$ cat src/rtl/adxl355_pkg.sv
// Shared constants and types for the ADXL355-style SPI register slave:
// register map, reset values, identification bytes and the transaction FSM type.
package adxl355_pkg;

  localparam logic [6:0] ADDR_DEVID_AD  = 7'h00;
  localparam logic [6:0] ADDR_DEVID_MST = 7'h01;
  localparam logic [6:0] ADDR_PARTID    = 7'h02;
  localparam logic [6:0] ADDR_XDATA3    = 7'h08;
  localparam logic [6:0] ADDR_XDATA2    = 7'h09;
  localparam logic [6:0] ADDR_XDATA1    = 7'h0A;
  localparam logic [6:0] ADDR_YDATA3    = 7'h0B;
  localparam logic [6:0] ADDR_YDATA2    = 7'h0C;
  localparam logic [6:0] ADDR_YDATA1    = 7'h0D;
  localparam logic [6:0] ADDR_ZDATA3    = 7'h0E;
  localparam logic [6:0] ADDR_ZDATA2    = 7'h0F;
  localparam logic [6:0] ADDR_ZDATA1    = 7'h10;
  localparam logic [6:0] ADDR_FILTER    = 7'h28;
  localparam logic [6:0] ADDR_POWER_CTL = 7'h2D;

  localparam logic [7:0] DEVID_AD_DEFAULT = 8'hAD;
  localparam logic [7:0] DEVID_MST        = 8'h1D;
  localparam logic [7:0] PARTID           = 8'hED;

  localparam logic [7:0] POWER_CTL_RST = 8'h01;
  localparam logic [7:0] FILTER_RST    = 8'h00;

  typedef enum logic [1:0] {
    ST_IDLE = 2'd0,
    ST_CMD  = 2'd1,
    ST_DATA = 2'd2
  } state_t;

  typedef struct packed {
    logic [19:0] x;
    logic [19:0] y;
    logic [19:0] z;
  } sample_t;

  // Burst address auto-increment; 7-bit arithmetic wraps 0x7F to 0x00.
  function automatic logic [6:0] next_addr(input logic [6:0] a);
    return a + 7'd1;
  endfunction

endpackage

$ cat src/rtl/spi_sync_edge.sv
// Multi-flop synchronizer for one asynchronous input, with rise/fall pulses
// derived in the clk domain from the synchronized level.
module spi_sync_edge #(
  parameter int   STAGES    = 2,
  parameter logic RESET_VAL = 1'b0
) (
  input  logic clk,
  input  logic rst,
  input  logic din,
  output logic level,
  output logic rise,
  output logic fall
);

  logic [STAGES-1:0] sync_q;
  logic              prev_q;

  always_ff @(posedge clk or negedge rst) begin
    if (!rst) begin
      sync_q <= {STAGES{RESET_VAL}};
      prev_q <= RESET_VAL;
    end else begin
      sync_q <= (sync_q << 1) | STAGES'(din);
      prev_q <= sync_q[STAGES-1];
    end
  end

  assign level = sync_q[STAGES-1];
  assign rise  = level & ~prev_q;
  assign fall  = ~level & prev_q;

endmodule

$ cat src/rtl/adxl355_spi_slave.sv
// SPI mode-0 register slave modelled on the ADXL355: command byte {addr, rnw},
// auto-incrementing burst reads/writes, and coherent XYZ sample shadowing.
module adxl355_spi_slave
  import adxl355_pkg::*;
#(
  parameter int         SYNC_STAGES = 2,
  parameter logic [7:0] DEVID_AD    = DEVID_AD_DEFAULT
) (
  input  logic        clk,
  input  logic        rst,
  input  logic        sclk,
  input  logic        cs_n,
  input  logic        rx,
  output logic        tx,
  input  logic [19:0] xdata_in,
  input  logic [19:0] ydata_in,
  input  logic [19:0] zdata_in,
  input  logic        sample_valid,
  output logic [7:0]  power_ctl,
  output logic [7:0]  filter,
  output logic        wr_strobe,
  output logic [6:0]  wr_addr,
  output logic [7:0]  wr_data,
  output state_t      fsm_state
);

  logic sclk_lvl, sclk_rise, sclk_fall;
  logic cs_lvl, cs_rise, cs_fall;
  logic rx_lvl, rx_rise, rx_fall;

  spi_sync_edge #(.STAGES(SYNC_STAGES), .RESET_VAL(1'b0)) u_sync_sclk (
    .clk(clk), .rst(rst), .din(sclk),
    .level(sclk_lvl), .rise(sclk_rise), .fall(sclk_fall)
  );

  spi_sync_edge #(.STAGES(SYNC_STAGES), .RESET_VAL(1'b1)) u_sync_cs (
    .clk(clk), .rst(rst), .din(cs_n),
    .level(cs_lvl), .rise(cs_rise), .fall(cs_fall)
  );

  spi_sync_edge #(.STAGES(SYNC_STAGES), .RESET_VAL(1'b0)) u_sync_rx (
    .clk(clk), .rst(rst), .din(rx),
    .level(rx_lvl), .rise(rx_rise), .fall(rx_fall)
  );

  // rx only needs its level; sclk only needs its edges.
  logic unused_sync;
  assign unused_sync = &{1'b0, rx_rise, rx_fall, sclk_lvl};

  state_t      state_q, state_d;
  logic [2:0]  bit_cnt_q;
  logic [6:0]  rx_shift_q;
  logic [7:0]  tx_shift_q;
  logic [6:0]  addr_q;
  logic        rnw_q;
  sample_t     shadow_q, pend_q, sample_in;
  logic        pend_valid_q;

  logic        cmd_done, byte_done, wr_fire, load_en;
  logic        tx_hold, tx_shift_en;
  logic [6:0]  rd_addr;
  logic [7:0]  rd_byte;

  assign fsm_state = state_q;
  assign sample_in = '{x: xdata_in, y: ydata_in, z: zdata_in};

  // FSM state register
  always_ff @(posedge clk or negedge rst) begin
    if (!rst) state_q <= ST_IDLE;
    else      state_q <= state_d;
  end

  // FSM next state: a synchronized-high cs_n always wins and returns to IDLE.
  always_comb begin
    state_d = state_q;
    case (state_q)
      ST_IDLE: if (cs_fall) state_d = ST_CMD;
      ST_CMD: begin
        if (cs_lvl)        state_d = ST_IDLE;
        else if (cmd_done) state_d = ST_DATA;
      end
      ST_DATA: if (cs_lvl) state_d = ST_IDLE;
      default: state_d = ST_IDLE;
    endcase
  end

  // FSM outputs: per-cycle control strobes for the datapath.
  always_comb begin
    cmd_done    = 1'b0;
    byte_done   = 1'b0;
    tx_hold     = 1'b0;
    tx_shift_en = 1'b0;
    case (state_q)
      ST_CMD: cmd_done = sclk_rise && (bit_cnt_q == 3'd7) && !cs_lvl;
      ST_DATA: begin
        // Not gated by cs_n: a byte finishing with cs_n rising still completes.
        byte_done   = sclk_rise && (bit_cnt_q == 3'd7);
        tx_hold     = rnw_q && !cs_lvl;
        tx_shift_en = rnw_q && !cs_lvl && sclk_fall;
      end
      default: ;
    endcase
  end

  assign wr_fire = byte_done && !rnw_q;
  assign load_en = (cmd_done && rx_lvl) || (byte_done && rnw_q);
  assign rd_addr = cmd_done ? rx_shift_q : next_addr(addr_q);

  // Bit counter, receive shift register, address and direction.
  always_ff @(posedge clk or negedge rst) begin
    if (!rst) begin
      bit_cnt_q  <= '0;
      rx_shift_q <= '0;
      addr_q     <= '0;
      rnw_q      <= 1'b0;
    end else if (state_q == ST_IDLE) begin
      if (cs_fall) bit_cnt_q <= '0;
    end else if (sclk_rise) begin
      bit_cnt_q  <= bit_cnt_q + 3'd1;
      rx_shift_q <= {rx_shift_q[5:0], rx_lvl};
      if (cmd_done) begin
        addr_q <= rx_shift_q;
        rnw_q  <= rx_lvl;
      end else if (byte_done) begin
        addr_q <= next_addr(addr_q);
      end
    end
  end

  // Read data is loaded on the completing rising edge and shifted out on falls.
  always_ff @(posedge clk or negedge rst) begin
    if (!rst) begin
      tx_shift_q <= '0;
      tx         <= 1'b0;
    end else begin
      if (load_en)          tx_shift_q <= rd_byte;
      else if (tx_shift_en) tx_shift_q <= {tx_shift_q[6:0], 1'b0};
      if (tx_shift_en)      tx <= tx_shift_q[7];
      else if (!tx_hold)    tx <= 1'b0;
    end
  end

  always_comb begin
    rd_byte = 8'h00;
    case (rd_addr)
      ADDR_DEVID_AD:  rd_byte = DEVID_AD;
      ADDR_DEVID_MST: rd_byte = DEVID_MST;
      ADDR_PARTID:    rd_byte = PARTID;
      ADDR_XDATA3:    rd_byte = shadow_q.x[19:12];
      ADDR_XDATA2:    rd_byte = shadow_q.x[11:4];
      ADDR_XDATA1:    rd_byte = {shadow_q.x[3:0], 4'h0};
      ADDR_YDATA3:    rd_byte = shadow_q.y[19:12];
      ADDR_YDATA2:    rd_byte = shadow_q.y[11:4];
      ADDR_YDATA1:    rd_byte = {shadow_q.y[3:0], 4'h0};
      ADDR_ZDATA3:    rd_byte = shadow_q.z[19:12];
      ADDR_ZDATA2:    rd_byte = shadow_q.z[11:4];
      ADDR_ZDATA1:    rd_byte = {shadow_q.z[3:0], 4'h0};
      ADDR_FILTER:    rd_byte = filter;
      ADDR_POWER_CTL: rd_byte = power_ctl;
      default:        rd_byte = 8'h00;
    endcase
  end

  // Register writes; unmapped addresses still report through wr_* outputs.
  always_ff @(posedge clk or negedge rst) begin
    if (!rst) begin
      wr_strobe <= 1'b0;
      wr_addr   <= '0;
      wr_data   <= '0;
      power_ctl <= POWER_CTL_RST;
      filter    <= FILTER_RST;
    end else begin
      wr_strobe <= wr_fire;
      if (wr_fire) begin
        wr_addr <= addr_q;
        wr_data <= {rx_shift_q, rx_lvl};
        if (addr_q == ADDR_FILTER)    filter    <= {rx_shift_q, rx_lvl};
        if (addr_q == ADDR_POWER_CTL) power_ctl <= {rx_shift_q, rx_lvl};
      end
    end
  end

  // sample_valid is a single-cycle strobe with no backpressure: it is taken
  // into the shadow directly while deselected, otherwise parked until cs_n rises.
  always_ff @(posedge clk or negedge rst) begin
    if (!rst) begin
      shadow_q     <= '0;
      pend_q       <= '0;
      pend_valid_q <= 1'b0;
    end else begin
      if (sample_valid && cs_lvl)       shadow_q <= sample_in;
      else if (cs_rise && pend_valid_q) shadow_q <= pend_q;
      if (sample_valid && !cs_lvl) begin
        pend_q       <= sample_in;
        pend_valid_q <= 1'b1;
      end else if (cs_rise) begin
        pend_valid_q <= 1'b0;
      end
    end
  end

endmodule
$ cat config.mk
export PLATFORM = sky130hd
export DESIGN_NAME = adxl355_spi_slave
export DESIGN_NICKNAME = d
export VERILOG_FILES = /design/src/rtl/adxl355_pkg.sv /design/src/rtl/spi_sync_edge.sv /design/src/rtl/adxl355_spi_slave.sv
export SDC_FILE = /design/constraint.sdc
export NUM_CORES = 1
export LEC_CHECK = 0
export BUFFER_PORTS_ARGS = -buffer_cell sky130_fd_sc_hd__buf_2
export CORE_MARGIN = 8
export CORE_UTILIZATION = 59
export DETAILED_ROUTE_END_ITERATION = 8
export GPL_TIMING_DRIVEN = 0
export PLACE_DENSITY = 0.9
export REMOVE_ABC_BUFFERS = 1
export SYNTH_ARGS = -nofsm -noshare
export SYNTH_HDL_FRONTEND = slang
export SYNTH_HIERARCHICAL = 1
export SYNTH_SLANG_ARGS = --single-unit
export TNS_END_PERCENT = 50
$ cat constraint.sdc
create_clock -name clk -period 2.8 [get_ports clk]
set_clock_uncertainty 0.1 [all_clocks]
set_input_delay 0.14 -clock clk [delete_from_list [all_inputs] [get_ports clk]]
set_output_delay 0.14 -clock clk [all_outputs]
set_load 0.02 [all_outputs]
* After elaboration in Yosys (flattened, before gate mapping)
Cells that the tools add are included.
Storage, ports and cells: bits of input ports 66, register bits after elaboration 190
Operators by class: reduce and logical (&&, ||, !) cells 27, bitwise operators 12, multiplexer cells 24, add/sub/neg operators 2, equality and inequality tests 22
Operators with widths (count):
- $mux 60 | 2
- $pmux 8 s14 | 1
- $eq 7x4->1 const B | 8
- $eq 7x6->1 const B | 4
- $mux 7 | 3
- $mux 8 | 2
- $logic_and 1x1->1 | 10
- $reduce_bool 2->1 | 5
- $mux 3 | 3
- $reduce_and 3->1 | 3
- $mux 1 | 8
- $mux 2 | 4
- $reduce_and 2->1 | 4
- $add 7x1->7 const B | 1
- $eq 7x1->1 const B | 1
- $eq 7x2->1 const B | 1
- $eq 7x5->1 const B | 1
- $logic_not 7->1 | 1
- $or 2x1->2 | 3
- $pmux 2 s3 | 1
- $not 1->1 | 5
- $and 1x1->1 | 4
- $ne 2x1->1 const B | 2
- $add 3x1->3 const B | 1
- other kinds (8) | 9

* Longest topological paths before layout
word-level depth 9, mapped depth 11

* Modules after synthesis
Netlist, hierarchy kept.
Modules (own cells, without submodules):
- adxl355_spi_slave | cells each 790, seq. area each 4555.6 um2, area each 8720.9 um2, times used 1
- spi_sync_edge (u_sync_rx ...) | cells each 5, seq. area each 75.1 um2, area each 90.1 um2, times used 2
- spi_sync_edge (u_sync_cs) | cells each 5, seq. area each 78.8 um2, area each 93.8 um2, times used 1

* Worst setup path before layout
Ideal clock, no wire load.
kind reg-to-reg, from register addr_q[0], to register tx_shift_q[6], stages on the path, launching flop included 10, required time 2.565 ns, library setup time 0.135 ns, path buffers 1, setup slack 0.285 ns, data arrival time 2.280 ns, path through dfrtp_1 -> ha_1 -> buf_2 -> and4_1 -> o21a_1 -> o211a_1 -> o211a_1 -> a221o_1 -> a311oi_1 -> a31oi_1
On the way: word-level cells in the longest chain between the ends 5, elaborated cells on any way between the ends 18, classes of those cells add/sub: 1; eq/ne: 13; mux: 3; reduce/logical: 1
Ends and longest elaborated chain:
- start, declared | RTL line adxl355_spi_slave.sv:54 | logic [6:0] addr_q;
- start signal, assigned | RTL line adxl355_spi_slave.sv:122 | addr_q <= rx_shift_q;
- start signal, assigned | RTL line adxl355_spi_slave.sv:125 | addr_q <= next_addr(addr_q);
- $add 7x1->7 * | RTL line adxl355_pkg.sv:41 | return a + 7'd1;
- $mux 7 * | RTL line adxl355_spi_slave.sv:107 | assign rd_addr = cmd_done ? rx_shift_q : next_addr(addr_q);
- $eq 7x6->1, or another cell as far along | RTL line adxl355_spi_slave.sv:145 | case (rd_addr)
- $pmux 8 s14 * | RTL line adxl355_spi_slave.sv:145
- $mux 8 * | RTL line adxl355_spi_slave.sv:136 | if (load_en) tx_shift_q <= rd_byte;
- end signal, assigned | RTL line adxl355_spi_slave.sv:136
- end signal, assigned | RTL line adxl355_spi_slave.sv:137 | else if (tx_shift_en) tx_shift_q <= {tx_shift_q[6:0], 1'b0};
- end, declared | RTL line adxl355_spi_slave.sv:53 | logic [7:0] tx_shift_q;
Mark *: on every way between the ends. The rest lies on a longest branch, timed or not. A chain may end at the register's enable or synchronous reset.

* Worst setup path after layout
from register bit_cnt_q[1], to register tx_shift_q[1]
On the way: word-level cells in the longest chain between the ends 8, elaborated cells on any way between the ends 26, classes of those cells eq/ne: 14; mux: 5; reduce/logical: 7
Ends and longest elaborated chain:
- start, declared | RTL line adxl355_spi_slave.sv:51 | logic [2:0] bit_cnt_q;
- start signal, assigned | RTL line adxl355_spi_slave.sv:119 | bit_cnt_q <= bit_cnt_q + 3'd1;
- $eq 3x3->1 * | RTL line adxl355_spi_slave.sv:94, adxl355_spi_slave.sv:97
- $logic_and 1x1->1 * | RTL line adxl355_spi_slave.sv:94, adxl355_spi_slave.sv:97
- $logic_and 1x1->1 | RTL line adxl355_spi_slave.sv:94 | ST_CMD: cmd_done = sclk_rise && (bit_cnt_q == 3'd7) && !cs_lvl;
- $mux 1 | RTL line adxl355_spi_slave.sv:93 | case (state_q)
- $mux 7 | RTL line adxl355_spi_slave.sv:107
- $eq 7x6->1, or another cell as far along | RTL line adxl355_spi_slave.sv:145
- $pmux 8 s14 | RTL line adxl355_spi_slave.sv:145
- $mux 8 | RTL line adxl355_spi_slave.sv:136
Marks and branches as above.

==> flow_metrics.py <==
metrics = {
    "floorplanning": {
        "dieArea_sq_mm": 0.0194,
        "die_h_um": 139,
        "core_sq_mm": 0.0150,
        "die_x_um": 139,
        "ios": 101,
        "start_util": 0.596,
        "placementRows": 45,
    },
    "timing": {
        "fmax_mhz": 341,
        "holdWs_ps": 37.4,
        "worst_pin_slew_ps": 792,
        "slew_violations": 0,
        "slew_headroom": 0.467,
        "setup-tns-final_ps": -216,
        "finalWorstSetupSlack_ps": -132,
        "period_share": 1.05,
        "setup_viol": 4,
        "fin_crit_ps": 2930,
        "rsz0062_at_grt": "true",
        "hold_violations": 0,
    },
    "layout": {
        "drive_above_1_share": 0.308,
        "seq_area_sq_mm": 0.00476,
        "areaGrowthSynthToFinish_pct": 25.8,
        "fin_area_sq_mm": 0.0113,
        "nFillCells": 885,
        "finalCoreUtilization": 0.749,
        "multi_input_area_sq_mm": 0.00415,
        "nNetsFinal": 1037,
        "diodes": 0,
    },
    "critical_path": {
        "endpoint_kind": "register",
        "path_buf_inv": 0,
        "cp_data_required_time_ps": 3000,
        "startpoint_type": "register",
        "crit_type": "register to register",
        "cp_top_family": "compound AO/OA/AOI/OAI gates",
        "crit_fanout": 4,
        "slowest_stage": "a222oi_1",
        "path_cells": "ha_2 -> ha_4 -> nand4b_4 -> or2_4 -> a32o_4 -> a222oi_1 -> nor2_1 -> nor4bb_2 -> a221oi_2",
        "critical_path.max_stage_delay_ps": 620,
        "critical_path_arrival_ps": 3130,
    },
    "global_route": {
        "track_usage": 0.251,
        "grt_max_degree": 124,
        "grt_pass1_wl_um": 38700,
        "grt_pass1_vias": 7401,
        "antenna_found_initial": 0,
        "grt_overflow_total": 0,
    },
    "clocking": {
        "max-clock-path-buffers": 2,
        "cts_made_buffers": 17,
        "clock-root-buffer": "clkbuf_16",
        "clkLatencyLatePin_ps": 430,
        "numClockSinks": 190,
        "clkSlewWorstSetupHoldPaths_ps": 70,
        "h-tree-depth": 4,
        "cts_tree": "built",
    },
    "route": {
        "drt_iter0_drc": 683,
        "routed_wl_um": 24700,
        "via_count": 7299,
        "drc_errors": 0,
        "vias_per_cell": 6.25,
        "ant_nets": 0,
        "first_pass_iters": 6,
        "routedWlPerCell_um": 21.2,
    },
    "placed_design": {
        "dp_hpwl_um": 14900,
        "gp_congestion": 0.904,
        "placed_cell_area_sq_mm": 0.00961,
        "io_buffers": 100,
    },
    "run": {
        "drv_cap": 0,
    },
    "outcome": {
        "violations": "negative setup slack",
        "outcome": "finished, violations left",
    },
    "logic_synthesis": {
        "synthCells": 802,
        "synth_area_sq_mm": 0.00895,
        "yosysWarnings": 6,
        "syn-mean-instance-area_sq_um": 11.2,
    },
    "pwr": {
        "ir_drop_mv": 0.449,
        "leakagePower_uw": 0.00528,
        "pwr_density_cell_mw_per_mm2": 576,
    },
    "worst_hold_path": {
        "min_path_type": "primary input to register",
    },
}
[per-layer routing]
layer	GRT usage	vias to the layer above	share of wire
li1	-	3218	-
met1	0.292	3604	0.38
met2	0.420	376	0.50
met3	0.0737	101	0.081
met4	0.121	0	0.041
met5	0	-	0
[timing repair]
item / 4_1_cts / 5_1_grt
endpoints found under the setup margin: 24 / 24
cloned: 1 / 0
endpoints found under the hold margin: 190 / 0
setup buffers: 15 / 12
gates resized for setup: 28 / 19
hold buffers: 64 / 0
pin swaps: 6 / 13
[layout by cell type (no fill, tap or decap), types with 13 or more instances in the layout]
| master | count |
|---|---|
| dfrtp_1 | 184 |
| nand2_1 | 108 |
| buf_2 | 99 |
| mux2_2 | 92 |
| o21ai_0 | 81 |
| dlygate4sd3_1 | 64 |
| mux2i_1 | 62 |
| nor2_1 | 29 |
| buf_4 | 24 |
| clkbuf_16 | 17 |
| a21oi_1 | 14 |
| a22oi_1 | 13 |
[worst reg2reg max path, stage by stage (launching register included)]
cell	delay [ps]
dfrtp_1	370
ha_2	200
ha_4	150
nand4b_4	140
or2_4	290
a32o_4	320
a222oi_1	620
nor2_1	110
nor4bb_2	370
a221oi_2	110
[final cells by class]
type / count / share of cell area
Clock inverter: 10 / 0.0101
Timing Repair Buffer: 196 / 0.134
Multi-Input combinational cell: 550 / 0.368
Clock buffer: 22 / 0.0403
Tap cell: 188 / 0.0209
Sequential cell: 190 / 0.423
Inverter: 11 / 0.00367
[final timing paths]
kind	start	endpoint	slack, ps	cells past startpoint
worst max register to register	bit_cnt_q[1]$_DFFE_PN0P_	tx_shift_q[1]$_DFFE_PN0P_	-130	9
worst max-delay path	bit_cnt_q[1]$_DFFE_PN0P_	tx_shift_q[1]$_DFFE_PN0P_	-130	9
worst min register to register	u_sync_rx/sync_q[0]$_DFF_PN0_	u_sync_rx/sync_q[1]$_DFF_PN0_	250	0
worst min-delay path	sample_valid	pend_valid_q$_DFFE_PN0P_	40	3
min in group asynchronous	rst	rx_shift_q[1]$_DFFE_PN0P_	160	2
max in group asynchronous	rst	pend_q[23]$_DFFE_PN0P_	1460	3
[sequential cells by signal, summed over array words and instances (netlist names), 2 cells and up]
signal              count
tx_shift_q              8
addr_q                  7
u_sync_sclk/sync_q      2
bit_cnt_q               3
power_ctl               8
filter                  8
u_sync_rx/sync_q        2
fsm_state               2
rx_shift_q              7
shadow_q               60
wr_addr                 7
wr_data                 8
pend_q                 60
u_sync_cs/sync_q        2
[stage by stage]
stage               std cells  worst slack (ps)  power [uW]
global route             1167              -146        6710
finish                   1167              -132        6480
detailed placement       1043              -731        4010
CTS                      1155             -65.0        6450
floorplan                 750             -1020        3700
global placement         1038             -2520        3950
[power by group]
part	leakage, uW	internal [uW]	switching, uW	total (uW)
clock network	0.000278	1340	1050	2390
registers	0.00237	3060	291	3350
logic	0.00263	390	348	738
No activity file was read; power rests on OpenSTA's default activity.
